**src/rtl/cla_pkg.sv**
```systemverilog
// Shared definitions for the CLA adder BIST: FSM state encoding, sweep-mode
// constants and the behavioural reference sum.
package cla_pkg;

    localparam logic [1:0] ST_IDLE  = 2'd0;
    localparam logic [1:0] ST_RUN   = 2'd1;
    localparam logic [1:0] ST_DRAIN = 2'd2;

    localparam logic MODE_DIAG = 1'b0;
    localparam logic MODE_EXH  = 1'b1;

    // Reference {carry,sum} for operands up to 32 bits; callers truncate the
    // result to WIDTH+1 bits so bit WIDTH is the carry-out.
    function automatic logic [32:0] cla_ref(input logic [31:0] a,
                                            input logic [31:0] b,
                                            input logic        cin);
        return {1'b0, a} + {1'b0, b} + {32'd0, cin};
    endfunction

endpackage

```
**src/rtl/cla_bist_exp_pipe.sv**
```systemverilog
// DEPTH-stage valid+data delay line carrying expected results (and, when the
// failure log is built in, the operands) alongside the adder's own latency.
module cla_bist_exp_pipe #(
    parameter int DEPTH = 1,
    parameter int DW    = 5
) (
    input  logic          clk,
    input  logic          rst,
    input  logic          in_valid,
    input  logic [DW-1:0] in_data,
    output logic          out_valid,
    output logic [DW-1:0] out_data
);

    logic [DEPTH-1:0] vld;
    logic [DW-1:0]    dat [DEPTH];

    // Shift every cycle; reset flushes all stages so an aborted test leaves no stale results.
    always_ff @(posedge clk or posedge rst) begin
        if (rst) begin
            vld <= '0;
            for (int i = 0; i < DEPTH; i++) dat[i] <= '0;
        end else begin
            vld[0] <= in_valid;
            dat[0] <= in_data;
            for (int i = 1; i < DEPTH; i++) begin
                vld[i] <= vld[i-1];
                dat[i] <= dat[i-1];
            end
        end
    end

    assign out_valid = vld[DEPTH-1];
    assign out_data  = dat[DEPTH-1];

endmodule

```
**src/rtl/cla_bist.sv**
```systemverilog
// Built-in self-test driver/checker for the registered CLA adder.
// Sweeps operand vectors (diagonal A=B or exhaustive), compares the adder's
// registered result against a behavioural sum and reports pass/error/vector counts.
// Optional failure log (first mismatching vector) enabled by CLA_BIST_ERRLOG_EN.
module cla_bist
    import cla_pkg::*;
#(
    parameter int WIDTH   = 4,
    parameter int LATENCY = 1
) (
    input  logic               clk,
    input  logic               rst,
    input  logic               start,
    input  logic               mode,
    output logic [WIDTH-1:0]   a_out,
    output logic [WIDTH-1:0]   b_out,
    output logic               cin_out,
    input  logic [WIDTH-1:0]   s_in,
    input  logic               cout_in,
    output logic               busy,
    output logic               done,
    output logic               pass,
    output logic [2*WIDTH+1:0] err_count,
    output logic [2*WIDTH+1:0] vec_count
`ifdef CLA_BIST_ERRLOG_EN
   ,output logic               fail_valid,
    output logic [WIDTH-1:0]   fail_a,
    output logic [WIDTH-1:0]   fail_b,
    output logic               fail_cin,
    output logic [WIDTH-1:0]   fail_s,
    output logic               fail_cout
`endif
);

    localparam int IW = 2*WIDTH + 1;
    localparam int EW = WIDTH + 1;
    localparam int DCW = (LATENCY > 1) ? $clog2(LATENCY) : 1;
`ifdef CLA_BIST_ERRLOG_EN
    localparam int PW = EW + 2*WIDTH + 1;
`else
    localparam int PW = EW;
`endif

    logic [1:0]       state;
    logic             mode_q;
    logic [IW-1:0]    idx;
    logic [IW-1:0]    idx_n;
    logic [DCW-1:0]   drain_cnt;
    logic             start_take;
    logic             last_vec;
    logic [WIDTH-1:0] vec_a;
    logic [WIDTH-1:0] vec_b;
    logic             vec_cin;
    logic [EW-1:0]    exp_now;
    logic [PW-1:0]    pipe_in;
    logic             head_valid;
    logic [PW-1:0]    head_data;
    logic             mismatch;
    logic [2*WIDTH+1:0] err_next;

    assign start_take = (state == ST_IDLE) && start && !done;
    assign busy       = (state != ST_IDLE);
    assign last_vec   = (mode_q == MODE_EXH) ? (&idx) : (&idx[WIDTH:0]);
    assign exp_now    = EW'(cla_ref(32'(a_out), 32'(b_out), cin_out));

    // Next vector derived from the incremented index; B is the fastest-moving field.
    always_comb begin
        idx_n   = idx + 1'b1;
        vec_a   = idx_n[WIDTH-1:0];
        vec_b   = idx_n[WIDTH-1:0];
        vec_cin = idx_n[WIDTH];
        if (mode_q == MODE_EXH) begin
            {vec_cin, vec_a, vec_b} = idx_n;
        end
    end

    // Sequencer: IDLE -> RUN (one vector per cycle) -> DRAIN (LATENCY cycles) -> IDLE.
    always_ff @(posedge clk or posedge rst) begin
        if (rst) begin
            state     <= ST_IDLE;
            mode_q    <= MODE_DIAG;
            idx       <= '0;
            drain_cnt <= '0;
            a_out     <= '0;
            b_out     <= '0;
            cin_out   <= 1'b0;
            done      <= 1'b0;
            pass      <= 1'b0;
        end else begin
            done <= 1'b0;
            case (state)
                ST_IDLE: begin
                    if (start_take) begin
                        state   <= ST_RUN;
                        mode_q  <= mode;
                        idx     <= '0;
                        a_out   <= '0;
                        b_out   <= '0;
                        cin_out <= 1'b0;
                    end
                end
                ST_RUN: begin
                    if (last_vec) begin
                        state     <= ST_DRAIN;
                        drain_cnt <= DCW'(LATENCY - 1);
                    end else begin
                        idx     <= idx_n;
                        a_out   <= vec_a;
                        b_out   <= vec_b;
                        cin_out <= vec_cin;
                    end
                end
                ST_DRAIN: begin
                    if (drain_cnt == '0) begin
                        state <= ST_IDLE;
                        done  <= 1'b1;
                        // err_next includes the final result compared on this same edge.
                        pass  <= (err_next == '0);
                    end else begin
                        drain_cnt <= drain_cnt - 1'b1;
                    end
                end
                default: state <= ST_IDLE;
            endcase
        end
    end

    // The vector on a_out during a RUN cycle is pushed on the following edge,
    // so the head lines up with the adder output LATENCY cycles later.
`ifdef CLA_BIST_ERRLOG_EN
    assign pipe_in = {cin_out, a_out, b_out, exp_now};
`else
    assign pipe_in = exp_now;
`endif

    cla_bist_exp_pipe #(
        .DEPTH (LATENCY),
        .DW    (PW)
    ) u_exp_pipe (
        .clk       (clk),
        .rst       (rst),
        .in_valid  (state == ST_RUN),
        .in_data   (pipe_in),
        .out_valid (head_valid),
        .out_data  (head_data)
    );

    assign mismatch = head_valid && ({cout_in, s_in} != head_data[EW-1:0]);
    assign err_next = (mismatch && (err_count != '1)) ? err_count + 1'b1 : err_count;

    // Score counters: cleared on an accepted start, error count saturates.
    always_ff @(posedge clk or posedge rst) begin
        if (rst) begin
            err_count <= '0;
            vec_count <= '0;
        end else if (start_take) begin
            err_count <= '0;
            vec_count <= '0;
        end else begin
            err_count <= err_next;
            if (head_valid) vec_count <= vec_count + 1'b1;
        end
    end

`ifdef CLA_BIST_ERRLOG_EN
    // Capture the first mismatching vector and what the adder actually produced.
    always_ff @(posedge clk or posedge rst) begin
        if (rst) begin
            fail_valid <= 1'b0;
            fail_a     <= '0;
            fail_b     <= '0;
            fail_cin   <= 1'b0;
            fail_s     <= '0;
            fail_cout  <= 1'b0;
        end else if (start_take) begin
            fail_valid <= 1'b0;
        end else if (mismatch && !fail_valid) begin
            fail_valid <= 1'b1;
            fail_cin   <= head_data[PW-1];
            fail_a     <= head_data[EW+2*WIDTH-1:EW+WIDTH];
            fail_b     <= head_data[EW+WIDTH-1:EW];
            fail_s     <= s_in;
            fail_cout  <= cout_in;
        end
    end
`endif

endmodule

```
**config.mk**
```make
export PLATFORM = sky130hd
export DESIGN_NAME = cla_bist
export DESIGN_NICKNAME = d
export VERILOG_FILES = /design/src/rtl/cla_pkg.sv /design/src/rtl/cla_bist_exp_pipe.sv /design/src/rtl/cla_bist.sv
export SDC_FILE = /design/constraint.sdc
export NUM_CORES = 1
export LEC_CHECK = 0
export CAP_MARGIN = 20
export CORE_MARGIN = 2
export CORE_UTILIZATION = 30
export CTS_BUF_LIST = sky130_fd_sc_hd__clkbuf_16
export CTS_CLUSTER_DIAMETER = 60
export DETAILED_ROUTE_END_ITERATION = 16
export PLACE_DENSITY = 0.55
export SYNTH_ARGS = -nofsm -noshare
export SYNTH_HDL_FRONTEND = slang
export SYNTH_SLANG_ARGS = --single-unit
```
**constraint.sdc**
```tcl
create_clock -name clk -period 4.94 [get_ports clk]
set_input_delay 0.988 -clock clk [delete_from_list [all_inputs] [get_ports clk]]
set_output_delay 0.988 -clock clk [all_outputs]
set_load 0.01 [all_outputs]
```
==> reports/summary.txt <==
status = finished clean
Pre-antenna DRT Iters = 4
final design utilization = 38.3%
initial antenna violation count = 0
Leakage = 1.39 nW
first-pass GRT wire length = 8.95 mm
Worst Skew = 0.00764 ns
Worst-Margin Slew = 0.660 ns
hold crit path type = reg2reg
Avg Inst Size Synth = 9.59 sq um
post-synthesis cell area = 2470 sq um
RSZ-0062 raised after global routing = false
final wirelength = 5.29 mm
clk sink count = 45
Min Hold Slack = 0.506 ns
GRT Total Usage = 12.9%
synth warn = 0
crit-path leading delay family = simple AND/OR/NAND/NOR gates
ys async rst share = 100%
die width = 94.8 um
DP HPWL = 3.77 mm
sequential area share after synthesis = 45.5%
cell breakdown of the critical path = ha_1 -> and3_1 -> and3_1 -> and3_1 -> ha_1 -> mux2i_1 -> nand2_1 -> nand2_1 -> o21ai_0 -> nand2_1 -> o41ai_1
initial drt markers = 71
Mapped Nets = 277
Ant. Diodes = 0
setup ws final = 1.76 ns
pwr dens = 582 nW/um^2
FMAX = 0.315 GHz
FF+latch count, synth = 45
Post-Route Setup TNS = 0 ns
die area = 8990 sq um
CP startpoint kind = register
commonest non-fill, non-tap cell in the layout = dfrtp_1
area grow syn2layout = 25.4%
Period minus WS final = 3.18 ns
Port Buffer Count = 40
crit path kind = reg2reg
CTS tree = built
clk root buf = clkbuf_16
max capacitance violation total = 0
nets@finish = 309
Clk pin slew, worst setup/hold paths = 0.07 ns
commonest cells after routing, fill and taps aside = dfrtp_1, clkdlybuf4s50_1, nor2_1
Buf+Inv Stages, Crit Path = 0
initial core utilization = 30.6%
setup slack, reg-to-reg = 1.76 ns
fin crit share = 64.3%
Hold Startpoint = pass$_DFFE_PP0P_
WL per Instance = 13.4 um
Worst Path Max Fanout = 24
DP Worst Slack = 1.80 ns
count of cell types in the netlist = 42
core area = 8090 sq um
cts repair resizes = 0
Hold Path Sink = pass$_DFFE_PP0P_
GRT overflow = 0
TritonCTS buffer count = 5
row count = 33
R2R Path End = idx[5]$_DFFE_PP0P_
worst-case reg-to-reg path depth = 11
H-tree depth = 2
die height = 94.8 um
relative slew slack = 55.9%
clk_lat worst skew = 0.29 ns
RePlAce Congestion = 0.837
reg2reg start = b_out[1]$_DFFE_PP0P_
maximum vdd drop = 0.175 mV
Post-synth EDFFs = 0
main flop type after synthesis = dfrtp_1
post-synthesis cell count = 258
Worst Setup End Kind = register
worst-path cell with the longest stage delay = nand2_1
share of layout cells above drive strength 1 = 6.53%
Worst Path Required = 5.08 ns
setup violators final = 0
vias in the first global route = 1848
Final ANT Viol Nets = 0
CP max stage delay = 0.53 ns
io pins = 41
Slew Limit Fails = 0
cts hold-fix bufs = 0
post-CTS setup repair buffer count = 0
via count = 1876
clk buf depth = 2
Hold Vio Cnt, Final = 0
Worst EP arrival = 3.32 ns
drt drc = 0
Vias per Instance = 4.74
largest net degree at the start of global routing = 46
number of cells on the worst hold path = 2
[worst max path at each step]
stage / start / end / slack [ns] / depth (start not counted)
after CTS: b_out[1]$_DFFE_PP0P_ / idx[5]$_DFFE_PP0P_ / 1.77 / 11
after detailed placement: b_out[1]$_DFFE_PP0P_ / idx[5]$_DFFE_PP0P_ / 1.80 / 11
final: b_out[1]$_DFFE_PP0P_ / idx[5]$_DFFE_PP0P_ / 1.76 / 11
after global routing: b_out[1]$_DFFE_PP0P_ / idx[5]$_DFFE_PP0P_ / 1.40 / 11
after global placement: s_in[3] / pass$_DFFE_PP0P_ / 1.87 / 7
after floorplan: b_out[0]$_DFFE_PP0P_ / idx[5]$_DFFE_PP0P_ / 2.40 / 9
[power by group]
group / internal [mW] / switching [mW] / total, mW
logic: 0.385 / 0.364 / 0.749
registers: 0.498 / 0.169 / 0.667
clock network: 0.240 / 0.150 / 0.390
[area by class of cell]
type | instances | area (sq um)
clock buffers | 5 | 125
clock inverters | 3 | 46.3
fillers | 839 | 4990
inverters | 8 | 30.0
multi-input cells | 188 | 1230
flip-flops and latches | 45 | 1130
well taps | 105 | 131
repair buffers | 42 | 415
[sequential cells by signal (all words and copies together) (netlist names)]
| signal | flops |
|---|---|
| state | 2 |
| u_exp_pipe.out_data | 5 |
| b_out | 3 |
| u_exp_pipe.out_valid | 1 |
| cin_out | 1 |
| a_out | 4 |
| done | 1 |
| idx | 6 |
| pass | 1 |
| vec_count | 10 |
| mode_q | 1 |
| err_count | 10 |
[logic make-up after synthesis]
kind of cell / Yosys count / share of synthesized area, %
buffers and inverters: 25 / 5.06
adder cells (fa/ha/maj): 10 / 5.67
XOR/XNOR: 30 / 10.6
AND/OR/NAND/NOR: 106 / 21.6
flip-flops: 45 / 45.5
AO/OA/AOI/OAI: 36 / 9.00
multiplexers: 6 / 2.48
[stage by stage]
| stage | instances | total power, mW | cell area (sq um) |
|---|---|---|---|
| finish | 396 | 1.81 | 3100 |
| CTS | 396 | 1.83 | 3100 |
| detailed placement | 388 | 1.43 | 2930 |
| global placement | 388 | 1.42 | 2930 |
| global route | 396 | 1.96 | 3100 |
| floorplan | 258 | 1.16 | 2470 |
[layer usage]
| layer | wire [um] | global-route usage, % | vias to the layer above |
|---|---|---|---|
| met5 | 0 | 0 | - |
| met4 | 63 | 4.83 | 0 |
| met3 | 278 | 3.99 | 6 |
| met2 | 2430 | 20.5 | 44 |
| met1 | 2520 | 16.6 | 878 |
| li1 | - | - | 948 |
[worst min-delay path, cell delays in order, from the launching register on]
cell and delay (ns):
dfrtp_1 0.36, nand2_1 0.07, o41ai_2 0.05
[Yosys cell counts, types with 8 or more instances]
library cell | number | area [sq um]
nand4_1 | 10 | 62.6
xnor2_1 | 15 | 131
nor2_1 | 27 | 101
and3_1 | 9 | 56.3
nand3_1 | 20 | 100
ha_1 | 8 | 100
xor2_1 | 15 | 131
o21ai_0 | 18 | 90.1
inv_1 | 8 | 30.0
dfrtp_1 | 45 | 1130
nand2_1 | 21 | 78.8
Power figures use the tool's default switching activity.
